## src/rtl/datamemory_copier.sv

```systemverilog
// datamemory_copier: block-copy requester for the single-port data memory.
// Each word is read, held for one cycle while the memory's registered output
// settles, and then written before the next read starts. Because of that
// ordering, overlapping copies give a deterministic result. Every output is
// driven by a register. The combinational process computes the value each
// output should take in the state being entered.
module datamemory_copier #(
  parameter int ADDR_W = 6,
  parameter int DATA_W = 32
) (
  input  logic              clk,
  input  logic              rst_n,
  input  logic              start,
  input  logic [ADDR_W-1:0] src,
  input  logic [ADDR_W-1:0] dst,
  input  logic [ADDR_W:0]   len,
  output logic              busy,
  output logic              done,
  output logic [ADDR_W:0]   count,
  output logic [DATA_W-1:0] sum,
  output logic              mem_ce,
  output logic              mem_we,
  output logic [ADDR_W-1:0] mem_address,
  output logic [DATA_W-1:0] mem_dataIn,
  input  logic [DATA_W-1:0] mem_dataOut
);

  typedef enum logic [2:0] {
    IDLE = 3'd0,
    RD   = 3'd1,
    LAT  = 3'd2,
    WR   = 3'd3,
    DONE = 3'd4
  } state_t;

  state_t            state, state_n;
  logic [ADDR_W-1:0] src_q, src_n;
  logic [ADDR_W-1:0] dst_q, dst_n;
  logic [ADDR_W:0]   len_q, len_n;
  logic [ADDR_W:0]   idx_q, idx_n;
  logic [DATA_W-1:0] data_q, data_n;

  logic              busy_n;
  logic              done_n;
  logic [ADDR_W:0]   count_n;
  logic [DATA_W-1:0] sum_n;
  logic              ce_n;
  logic              we_n;
  logic [ADDR_W-1:0] addr_n;
  logic [DATA_W-1:0] din_n;

  logic [ADDR_W:0]   idx_plus;

  // The index after the current word. It decides whether another word remains.
  assign idx_plus = idx_q + 1'b1;

  // Register the FSM state, the latched request, and all registered outputs.
  always_ff @(posedge clk or negedge rst_n) begin
    if (!rst_n) begin
      state       <= IDLE;
      src_q       <= '0;
      dst_q       <= '0;
      len_q       <= '0;
      idx_q       <= '0;
      data_q      <= '0;
      busy        <= 1'b0;
      done        <= 1'b0;
      count       <= '0;
      sum         <= '0;
      mem_ce      <= 1'b0;
      mem_we      <= 1'b0;
      mem_address <= '0;
      mem_dataIn  <= '0;
    end else begin
      state       <= state_n;
      src_q       <= src_n;
      dst_q       <= dst_n;
      len_q       <= len_n;
      idx_q       <= idx_n;
      data_q      <= data_n;
      busy        <= busy_n;
      done        <= done_n;
      count       <= count_n;
      sum         <= sum_n;
      mem_ce      <= ce_n;
      mem_we      <= we_n;
      mem_address <= addr_n;
      mem_dataIn  <= din_n;
    end
  end

  // Compute the next state and the output values that go with the state being entered.
  always_comb begin
    state_n = state;
    src_n   = src_q;
    dst_n   = dst_q;
    len_n   = len_q;
    idx_n   = idx_q;
    data_n  = data_q;
    busy_n  = 1'b0;
    done_n  = 1'b0;
    count_n = count;
    sum_n   = sum;
    ce_n    = 1'b0;
    we_n    = 1'b0;
    addr_n  = mem_address;
    din_n   = mem_dataIn;

    unique case (state)
      IDLE: begin
        if (start) begin
          src_n   = src;
          dst_n   = dst;
          len_n   = len;
          idx_n   = '0;
          count_n = '0;
          sum_n   = '0;
          if (len == '0) begin
            state_n = DONE;
            done_n  = 1'b1;
          end else begin
            state_n = RD;
            busy_n  = 1'b1;
            ce_n    = 1'b1;
            addr_n  = src;
          end
        end
      end

      RD: begin
        state_n = LAT;
        busy_n  = 1'b1;
      end

      LAT: begin
        // The read result is captured here. The memory clears its output
        // on this same edge, which does not affect the captured value.
        // The same value goes directly to the write-data register.
        data_n  = mem_dataOut;
        state_n = WR;
        busy_n  = 1'b1;
        ce_n    = 1'b1;
        we_n    = 1'b1;
        addr_n  = dst_q + idx_q[ADDR_W-1:0];
        din_n   = mem_dataOut;
      end

      WR: begin
        count_n = count + 1'b1;
        sum_n   = sum + data_q;
        idx_n   = idx_plus;
        if (idx_plus < len_q) begin
          state_n = RD;
          busy_n  = 1'b1;
          ce_n    = 1'b1;
          addr_n  = src_q + idx_plus[ADDR_W-1:0];
        end else begin
          state_n = DONE;
          done_n  = 1'b1;
        end
      end

      DONE: begin
        state_n = IDLE;
      end

      default: begin
        state_n = IDLE;
      end
    endcase
  end

endmodule
```

## config.mk

```make
export PLATFORM = sky130hd
export DESIGN_NAME = datamemory_copier
export DESIGN_NICKNAME = d
export VERILOG_FILES = /design/src/rtl/datamemory_copier.sv
export SDC_FILE = /design/constraint.sdc
export NUM_CORES = 1
export LEC_CHECK = 0
export ABC_AREA = 1
export CORE_MARGIN = 4
export CORE_UTILIZATION = 54
export CTS_CLUSTER_DIAMETER = 100
export DETAILED_ROUTE_END_ITERATION = 16
export GPL_TIMING_DRIVEN = 0
export PLACE_DENSITY_LB_ADDON = 0.3
export SYNTH_ARGS = -nofsm -noshare
export SYNTH_HDL_FRONTEND = slang
export SYNTH_SLANG_ARGS = --single-unit
```

## constraint.sdc

```tcl
create_clock -name clk -period 2.8 [get_ports clk]
set_input_delay 0.56 -clock clk [delete_from_list [all_inputs] [get_ports clk]]
set_output_delay 0.56 -clock clk [all_outputs]
set_load 0.03 [all_outputs]
```

Word level (Yosys, flattened, before mapping)
Index checks and enable logic that the tools add are counted.
Word-level totals
  register bits: 110
  bits of input ports: 54
  output and inout bits: 81
  logic and storage cells: 56
Operators by class
  add/sub/neg operators: 5
  order comparisons: 1
  eq/ne operators: 6
  multiplexer cells: 23
  reductions and logical operators: 8
Operators with widths (number)
  32-bit case mux with 2 select lines: 1
  32-bit adder: 1
  32-bit 2-to-1 mux: 1
  7-bit case mux with 2 select lines: 2
  6-bit 2-to-1 mux: 3
  6-bit case mux with 3 select lines: 1
  7-bit by 1-bit adder with 7-bit output, second input constant: 2
  6-bit adder: 2
  3-bit case mux with 4 select lines: 1
  3-bit 2-to-1 mux: 3
  7-bit logical NOT: 1
  7-bit < comparator: 1
  1-bit 2-to-1 mux: 7
  7-bit 2-to-1 mux: 1
  3-bit by 2-bit == test with 1-bit output, second input constant: 2
  2-bit inequality test, second input constant: 3
  1-bit case mux with 3 select lines: 2
  2-bit AND reduction: 2
  4-bit AND reduction: 1
  3-bit by 1-bit == test with 1-bit output, second input constant: 1
  3-bit logical NOT: 1
  3-bit nonzero test: 1
  1-bit case mux with 2 select lines: 1
  2-bit nonzero test: 1
  2-bit OR reduction: 1

Logic depth before layout (Yosys ltp)
  depth after elaboration: 4
  gate-level depth with buffers: 15
  depth with buffers taken out: 15

Worst setup path before layout
Ideal clock, no wire load.
  path kind: register to register
  from: register idx_q[0]
  to: register mem_address[0]
  setup time: 0.126 ns
  data arrival time: 1.943 ns
  required time: 2.674 ns
  path slack: 0.731 ns
  cell stages (with the launch flop): 11
  buffers on the path: 0
  clock period less this slack: 2.069 ns
  path through: dfrtp_1 > ha_1 > nand2_1 > nor3_1 > xor2_1 > ha_1 > a21oi_1 > o21a_1 > nand3_2 > nand3_4 > o21ai_0
On the way
  word-level cells in the longest chain between the ends: 4
Ends and longest elaborated chain
  start, declared: RTL line 40  | logic [ADDR_W:0] idx_q, idx_n;
  start signal, assigned: RTL line 79  | idx_q <= idx_n;
  7-bit by 1-bit adder with 7-bit output: RTL line 55  | assign idx_plus = idx_q + 1'b1;
  6-bit adder or 7-bit < comparator (tied branches): RTL line 156, 152
  6-bit 2-to-1 mux or 2-bit inequality test (tied branches)
  6-bit case mux with 3 select lines or 4-bit AND reduction (tied branches)
  end signal, assigned: RTL line 87  | mem_address <= addr_n;
  end, declared: RTL line 23  | output logic [ADDR_W-1:0] mem_address,
Parallel ways exist; a longest one is shown, timed or not. The select of a mux whose other input is x is not followed.
A chain may end at the register's enable or synchronous reset.

Final worst setup path
  from: register idx_q[0]
  to: register mem_address[2]
Same word-level chain as after synthesis.

==> results.py <==
metrics = {
    "place": {
        "dpl.hpwl_mm": 15.8,
        "numPortBuffers": 134,
        "gp_congestion": 0.924,
    },
    "setup_path": {
        "critPathMaxFanout": 10,
        "crit_path_top_delay_cell": "dfrtp_1",
        "cp_data_required_time_ps": 3070,
        "crit_path_max_incr_delay_ps": 480,
        "crit_start": "idx_q[0]$_DFFE_PN0P_",
        "path_buf_inv": 0,
        "reg2reg_from": "idx_q[0]$_DFFE_PN0P_",
        "worst_setup_path_end_kind": "flop",
        "cp_top_family": "simple AND/OR/NAND/NOR gates",
        "crit_path_cell_trace": "ha_1, nand2_1, nor3_1, xor2_1, ha_1, a21oi_1, o21a_1, nand3_2, nand3_4, nand2_1, o21ai_0",
        "critical_path_class": "flop to flop",
        "arrival_ps": 2770,
        "ff2ff_setup_slack_ps": 300,
        "critPathLaunchType": "flop",
    },
    "clocking": {
        "post_cts_resized": 0,
        "cts_root_buffer": "clkbuf_16",
        "numCtsBuffers": 9,
        "htreeDepth": 3,
        "cts_hold_buf": 0,
        "insertion_delay_ps": 360,
        "post_cts_buffers": 0,
        "cts_tree": "built",
        "clockBufferDepth": 2,
        "clk_pin_slew_ps": 80,
        "clkSinkCount": 110,
    },
    "power_and_ir_drop": {
        "power.internal_w": 0.00574,
        "p_leak_nw": 5.08,
        "p_clk_frac": 0.115,
        "seq_power_share": 0.244,
        "power_density_nw_per_um2": 1280,
        "p_sw_w": 0.00602,
        "sw_frac_of_total": 0.512,
        "p_comb_frac": 0.641,
        "ir_drop_v": 0.000711,
        "finalPower_w": 0.0118,
    },
    "yosys": {
        "synth.area.top_cells": "dfrtp_1 38%, nand2_1 24%, inv_1 8.7%, ha_1 8.4%, nand3_1 3.5%",
        "yosysWarnings": 0,
        "synth_top_area_cell": "dfrtp_1",
        "synth_fp_nets": 1181,
        "synth_top_area_share": 0.377,
        "ys_seq_area_frac": 0.377,
        "synth.avg_cell_area_sq_um": 6.79,
        "ys.flop_type": "dfrtp_1",
        "synth_seq_cells": 110,
        "netlist_instances": 1075,
        "netlist_area_sq_um": 7300,
        "synth-edff-count": 0,
        "async_reset_ff_frac": 1.00,
        "synth_cell_type_count": 41,
    },
    "layout": {
        "syn_to_final_growth_pct": 26.0,
        "layout_commonest_cell": "nand2_1",
        "fin_nets": 1327,
        "fillerInstances": 1175,
        "final-seq-area_sq_um": 2750,
        "diodes": 0,
        "final_cell_mix": "465 x nand2_1, 169 x inv_1, 133 x clkdlybuf4s50_1, 110 x dfrtp_1, 54 x nor2_1",
        "multi_input_area_sq_um": 3790,
        "drive_gt1_frac": 0.0408,
    },
    "route": {
        "wirelength_mm": 20.3,
        "dr.pass1.iters": 5,
        "wl_per_cell_um": 14.5,
        "ant_nets": 0,
        "drcViolationCount": 0,
        "dr.first_iter.drc_count": 510,
        "vias": 7136,
        "vias_per_cell": 5.09,
    },
    "floorplanning": {
        "start_util": 0.551,
        "core_sq_um": 13200,
        "die_area_sq_um": 15400,
        "core.rowCount": 42,
        "die_y_um": 124,
        "ios": 135,
        "die_w_um": 124,
    },
    "outcome": {
        "status": "complete, no violations",
    },
    "global_routing": {
        "antenna_found_initial": 0,
        "grt_max_degree": 71,
        "overflow": 0,
        "grt_first_pass_wirelength_mm": 33.9,
        "first_global_vias": 6992,
        "grt.total_usage": 0.264,
    },
    "sta": {
        "rsz0062_at_grt": "no",
        "post-route-period-util": 0.893,
        "hold_viol": 0,
        "clock.fmax_mhz": 400,
        "fin_crit_ps": 2500,
        "finalSetupViolCount": 0,
        "worstMarginPinSlew_ps": 549,
        "clock-skew-final_ps": 11.4,
        "finalSetupTns_ps": 0,
        "relSlewSlack": 0.634,
        "timing.hold.ws_ps": 183,
        "drv_slew": 0,
    },
    "worst_hold_path": {
        "hp-class": "input pin to asynchronous set/reset pin",
    },
    "flow_run": {
        "cap_violations": 0,
    },
}
## flip-flops by register name, summed over array words and instances (netlist names)
register,cells
data_q,32
sum,32
count,7
idx_q,7
len_q,7
dst_q,6
mem_address,6
src_q,6
state,3
busy,1
done,1
mem_ce,1
mem_we,1
## routing by layer
layer / routed length [um] / part of all wire / up-vias / GRT usage
met5: 0 / 0 / - / 0
met3: 1250 / 0.062 / 32 / 0.0515
met2: 9800 / 0.48 / 218 / 0.452
met1: 8840 / 0.44 / 3250 / 0.346
li1: - / - / 3636 / -
met4: 403 / 0.020 / 0 / 0.0632
## logic make-up after synthesis
group                      Yosys count  share of synthesized area
DFF                                110                      0.377
xor gates and xnor gates             7                    0.00840
and+or+nand+nor                    606                      0.336
AOI/OAI and AO/OA                  109                     0.0828
adders and majority gates           52                     0.0922
buffers and inverters              191                      0.104
## power by group through the flow
stage                     logic (W)  registers (W)  clock network, W
after detailed placement    0.00750        0.00289                 0
final                       0.00754        0.00288           0.00135
after CTS                   0.00754        0.00287           0.00138
after global routing        0.00845        0.00296           0.00142
after global placement      0.00731        0.00287                 0
after floorplan             0.00415        0.00373                 0
## Yosys cell counts, types with 2 or more instances
master and number:
dfrtp_1 110, clkbuf_1 3, nand3_1 51, ha_1 49
inv_1 169, xnor2_1 2, xor2_1 5, o221ai_1 2
nand4_1 8, o21ai_1 7, o21ai_0 38, o21bai_1 3
nand2_1 465, o22ai_1 5, fa_1 3, nand2_2 6
a21o_1 2, and2_1 2, buf_2 11, nor3_1 7
a22o_1 3, a32o_1 2, inv_2 3, nand3b_1 5
buf_6 3, or2_2 2, nor2_1 54, a21oi_1 42
## path summary, 6_finish.rpt
kind / endpoint / depth (start not counted)
max: mem_address[2]$_DFFE_PN0P_ / 11
min: data_q[10]$_DFFE_PN0P_ / 1
min reg2reg: src_q[3]$_DFFE_PN0P_ / 2
max reg2reg: mem_address[2]$_DFFE_PN0P_ / 11
min in group clk: src_q[3]$_DFFE_PN0P_ / 2
max in group asynchronous: src_q[0]$_DFFE_PN0P_ / 2
## final cells by class
class / count / share of cell area
repair buffers: 135 / 0.149
flip-flops and latches: 110 / 0.299
plain buffers: 18 / 0.0117
clock inverters: 6 / 0.00762
well taps: 176 / 0.0239
multi-input cells: 774 / 0.412
inverters: 173 / 0.0709
clock buffers: 10 / 0.0260
## through the flow
| step | cell area [sq um] | setup WS [ps] | cells | util |
|---|---|---|---|---|
| 2_1_floorplan | 7300 | 731 | 1075 | - |
| 3_3_place_gp | 8860 | -3100 | 1385 | 0.669 |
| 3_5_place_dp | 8890 | 344 | 1386 | 0.671 |
| 4_1_cts | 9200 | 320 | 1402 | 0.695 |
| 5_1_grt | 9200 | 108 | 1402 | 0.695 |
| 6_report | 9200 | 299 | 1402 | 0.695 |
Power figures use the tool's default switching activity.
==> RTL change 1 (config.mk and constraints unchanged) <==
The output `done` loses its register stage (`done` becomes a continuous assignment).
--- a/src/rtl/datamemory_copier.sv
+++ b/src/rtl/datamemory_copier.sv
@@ -65,5 +65,4 @@
       data_q      <= '0;
       busy        <= 1'b0;
-      done        <= 1'b0;
       count       <= '0;
       sum         <= '0;
@@ -80,5 +79,4 @@
       data_q      <= data_n;
       busy        <= busy_n;
-      done        <= done_n;
       count       <= count_n;
       sum         <= sum_n;
@@ -89,4 +87,6 @@
     end
   end
+
+  assign done = done_n;
 
   // Compute the next state and the output values that go with the state being entered.
Formal check against the unedited RTL: not equivalent (a bounded check fails within 4 cycles, from zero or initial values and one cycle with rst_n low).
==> RTL change 1 against the original RTL <==
The flow now finishes with violations (negative setup slack); non-clock buffer count up 19; cell count up 1.3%; synthesized area decreased by 0.34%; global-route usage grew 1.7 points; power up 1.8%; largest cell class unchanged; routed wire length up 2.9%; worst setup slack worse by 0.48 ns; design area is 2.0% higher; synthesized cell count about the same; die area shrank 0.32%; sequential share of layout area down 0.83 points; sequential cell count decreased by 1.
==> RTL change 1: results (changes against the original RTL) <==
stage	metric	value	unit	change
cells_and_area	ClkCell Share	0.0320		was 0.0336
cells_and_area	clock buffer count	9		was 10
global_routing	GRT Overall Usage	0.280		was 0.264
cells_and_area	share of post-route cells with drive strength above 1	0.0675		was 0.0408
placement	Final GP Congestion	0.918		was 0.924
placement	Cell Area, Placed	0.00886	mm²	was 0.00889 mm²
placement	dpl ws	-0.521	ns	was 0.344 ns
global_routing	grt met2 use	0.471		was 0.452
cells_and_area	buffering overhead	0.173		was 0.160
route	DR WL met2	10000	µm	was 9800 µm
cts	Post-CTS Setup Bufs	16		was 0
route	First-pass DRT Iterations	6		was 5
route	Metal-1 WL	9040	µm	was 8840 µm
route	1st-iter DRT viols	495		was 510
cells_and_area	Plain + repair buffers	172		was 153
cells_and_area	multi-input gate share of total cell area	0.411		was 0.412
power	switch share	0.511		was 0.512
sta	Setup WS post-layout	-0.179	ns	was 0.299 ns
power	leakage	0.00519	µW	was 0.00508 µW
synthesis	Area contributors post-synth	dfrtp_1 (37%), nand2_1 (24%), inv_1 (8.7%)		was dfrtp_1 (38%), nand2_1 (24%), inv_1 (8.7%)
worst_setup_path	Worst Path Max Fanout	4		was 10
worst_setup_path	reg2reg path depth	16		was 11
cts	Sink Count	109		was 110
route	highest routed layer	met4		unchanged
global_routing	largest net degree at the start of global routing	71		unchanged
cts	post-CTS sizing	24		was 0
synthesis	share of the yosys chip area belonging to registers	0.375		was 0.377
global_routing	GR Layer Usage met3	0.0559		was 0.0515
power	Logic power comb	7800	µW	was 7540 µW
status	failing checks	negative setup slack		
global_routing	vias in the first global route	6975		was 6,992
worst_setup_path	WP data arrival	2.42	ns	was 2.77 ns
cells_and_area	Final Net Count	1345		was 1,327
route	vias	7207		was 7,136
power	cell-internal power	5860	µW	was 5740 µW
worst_setup_path	Worst path max stage delay	0.44	ns	was 0.48 ns
synthesis	top cells by count, synth	nand2_1 (465), inv_1 (169), dfrtp_1 (109)		was nand2_1 (465), inv_1 (169), dfrtp_1 (110)
sta	Worst Clk Skew	0.0123	ns	was 0.0114 ns
status	status	complete, but fails checks		was finished, final reports clean
sta	final setup fails	1		was 0
power	VDD IR max	0.843	mV	was 0.711 mV
cells_and_area	Filler Cells Inserted	1133		was 1,175
global_routing	wire length of the first global-routing pass	33700	µm	was 33,900 µm
worst_setup_path	critical path's slowest cell	dfrtp_2		was dfrtp_1
sta	Worst-Margin Slew	0.560	ns	was 0.549 ns
placement	hpwl dp	15700	µm	was 15,800 µm
synthesis	synthesized net count	1180		was 1,181
worst_setup_path	CP delay by family, top	compound AO/OA/AOI/OAI gates		was simple AND/OR/NAND/NOR gates
global_routing	met1 Use GR	0.356		was 0.346
global_routing	GRT overflow	0		unchanged
## RTL change 1: changes by cell type after synthesis
| cell | unedited run | this run |
|---|---|---|
| dfrtp_1 | 110 | 109 |
## RTL change 1: metrics by stage
stage	setup TNS (ns)	util	cells	hold slack (ns)
after floorplan	0	-	1074	0.264
after global placement	-328.57	0.667	1384	0.465
after detailed placement	-0.521	0.669	1385	0.465
after CTS	-0.0339	0.705	1417	0.194
after global routing	-0.277	0.709	1420	0.225
final	-0.179	0.709	1420	0.185
## RTL change 1: worst paths after layout
check                      slack [ns]      from              to
max                             -0.18  idx_q[0]            done
max in group asynchronous        1.85     rst_n        idx_q[2]
min reg2reg                      0.49  dst_q[0]        dst_q[0]
min in group clk                 0.49  dst_q[0]        dst_q[0]
min                              0.19     rst_n      data_q[13]
max reg2reg                      0.18  idx_q[0]  mem_address[2]
## RTL change 1: cell families after synthesis
family / synth area share
simple gates: 0.337
xor+xnor: 0.00843
buf+inv: 0.104
compound gates: 0.0830
flops: 0.375
fa+ha+maj: 0.0925
==> RTL change 2 (same flow settings) <==
Without the edit above. `DATA_W`: 32 -> 36.
--- a/src/rtl/datamemory_copier.sv
+++ b/src/rtl/datamemory_copier.sv
@@ -7,5 +7,5 @@
 module datamemory_copier #(
   parameter int ADDR_W = 6,
-  parameter int DATA_W = 32
+  parameter int DATA_W = 36
 ) (
   input  logic              clk,
Interface: changed (resized mem_dataIn, mem_dataOut and sum); port bits go from 135 to 147. The function was not compared with the original's and may differ.
==> RTL change 2 against the original RTL <==
Synthesized area is 5.0% higher; critical path type unchanged; largest power group unchanged; largest cell class unchanged; sequential cell count is 8 higher; power is 20% higher; clock power is 61% higher; routed wire length is 8.7% higher; cell count is 4.7% higher; non-clock buffer count is 21 higher; worst setup slack worse by 0.096 ns; highest routed layer unchanged; design area is 9.1% higher; maximum frequency is 3.7% lower.
==> RTL change 2: results (changes against the original RTL) <==
stage	metric	value	unit	change
sta	Worst Clk Skew	0.00764	ns	was 0.0114 ns
route	1st-iter DRT viols	553		was 510
sta	Hold WS	0.0596	ns	was 0.183 ns
placement	hpwl dp	16800	µm	was 15,800 µm
worst_setup_path	R2R Setup Slk	0.20	ns	was 0.30 ns
cts	worst-skew pair later-pin latency	0.42	ns	was 0.36 ns
placement	dpl ws	0.180	ns	was 0.344 ns
cells_and_area	share of post-route cells with drive strength above 1	0.0536		was 0.0408
worst_setup_path	R2R Path Start	idx_q[1]		was idx_q[0]
placement	PortBufs	146		was 134
cells_and_area	biggest regs	data_q x36, sum x36		was data_q x32, sum x32
cts	CTS H-tree lvls	4		was 3
cells_and_area	Filler Cells Inserted	1140		was 1,175
synthesis	Syn Area/Cell	6.95	µm²	was 6.79 µm²
synthesis	Area contributors post-synth	dfrtp_1 (39%), nand2_1 (22%), ha_1 (8.6%)		was dfrtp_1 (38%), nand2_1 (24%), inv_1 (8.7%)
worst_setup_path	reg2reg path depth	16		was 11
power	VDD IR max	0.857	mV	was 0.711 mV
route	routed wire length	22100	µm	was 20,300 µm
synthesis	share of the yosys chip area belonging to registers	0.385		was 0.377
route	Vias/cell	5.29		was 5.09
sta	slew margin rel.	0.480		was 0.634
global_routing	vias in the first global route	7457		was 6,992
global_routing	largest net degree at the start of global routing	74		was 71
power	leakage	0.00530	µW	was 0.00508 µW
worst_setup_path	Worst path max stage delay	0.41	ns	was 0.48 ns
placement	Final GP Congestion	0.941		was 0.924
worst_setup_path	WP data arrival	2.94	ns	was 2.77 ns
cts	Worst-path clk slew	0.05	ns	was 0.08 ns
global_routing	wire length of the first global-routing pass	35800	µm	was 33,900 µm
synthesis	post-synth cell types	39		was 41
synthesis	synthesized net count	1217		was 1,181
global_routing	GRT Overall Usage	0.279		was 0.264
cells_and_area	Final Net Count	1389		was 1,327
route	post-DR wirelength/cell	15.0	µm	was 14.5 µm
worst_setup_path	critical path's slowest cell	dfrtp_2		was dfrtp_1
status	status	finished, final reports clean		unchanged
cts	total CTS buffers	17		was 9
worst_hold_path	class of the worst hold path	input pin to asynchronous set/reset pin		unchanged
synthesis	top cells by count, synth	nand2_1 (451), inv_1 (133), dfrtp_1 (118)		was nand2_1 (465), inv_1 (169), dfrtp_1 (110)
power	cell-internal power	7050	µW	was 5740 µW
[RTL change 2: repair_timing]
item | 4_1_cts | 5_1_grt
resized for setup | 0 | 4
setup endpoints to repair | 0 | 6
endpoints found under the hold margin | 0 | 0
setup buffers | 0 | 6
hold buffers | 0 | 0
[RTL change 2: routing by layer]
| layer | global-route usage | part of all wire | wire, µm | vias up |
|---|---|---|---|---|
| li1 | - | - | - | 3843 |
| met1 | 0.363 | 0.43 | 9540 | 3590 |
| met2 | 0.456 | 0.47 | 10300 | 287 |
| met3 | 0.0694 | 0.076 | 1680 | 42 |
| met4 | 0.0984 | 0.022 | 495 | 0 |
| met5 | 0 | 0 | 0 | - |
[RTL change 2: area by class of cell]
type,instances,area [µm²],area share
clock buffer,24,492,0.0490
clock inverter,8,96.3,0.00960
inverter,140,526,0.0524
buffer,21,97.6,0.00973
timing repair buffer,153,1540,0.153
multi-input combinational,824,4110,0.409
sequential,118,2960,0.295
tap,180,225,0.0224
[RTL change 2: how the worst max path moves through the flow]
stage                     startpoint             end  slack [ns]  depth (start not counted)
after floorplan             idx_q[1]  mem_address[5]        0.55                         16
after global placement         rst_n          mem_we       -3.40                          1
after detailed placement    idx_q[0]  mem_address[2]        0.18                         16
after CTS                   idx_q[0]  mem_address[2]        0.10                         16
after global routing        idx_q[0]  mem_address[2]       -0.04                         16
final                       idx_q[1]  mem_address[2]        0.20                         16
[RTL change 2: cell families after synthesis]
logic type	count (synthesis)	share of synthesized area
buffers and inverters	161	0.0813
AND/OR/NAND/NOR	625	0.330
AO/OA/AOI/OAI	132	0.0964
adder cells (fa/ha/maj)	56	0.0943
XOR/XNOR	11	0.0126
flip-flops	118	0.385
[RTL change 2: power groups by stage]
stage          Combinational (µW)  Sequential, µW  Clock, µW
2_1_floorplan                4710            4140          0
3_3_place_gp                 8370            3130          0
3_5_place_dp                 8550            3160          0
4_1_cts                      8640            3150       2190
5_1_grt                      9710            3270       2280
6_report                     8750            3160       2170
[RTL change 2: through the flow]
| stage | instance area (µm²) | util |
|---|---|---|
| after detailed placement | 9380 | 0.676 |
| after CTS | 9970 | 0.718 |
| after floorplan | 7670 | - |
| after global routing | 10000 | 0.723 |
| final | 10000 | 0.723 |
| after global placement | 9360 | 0.674 |
[RTL change 2: worst max-delay path, delay by kind of cell, from the launching register on]
kind	cells	cell delay [ns]
compound gates	2	0.29
xor+xnor	1	0.23
fa+ha+maj	2	0.45
buf+inv	3	0.27
flops	1	0.41
simple gates	8	0.85
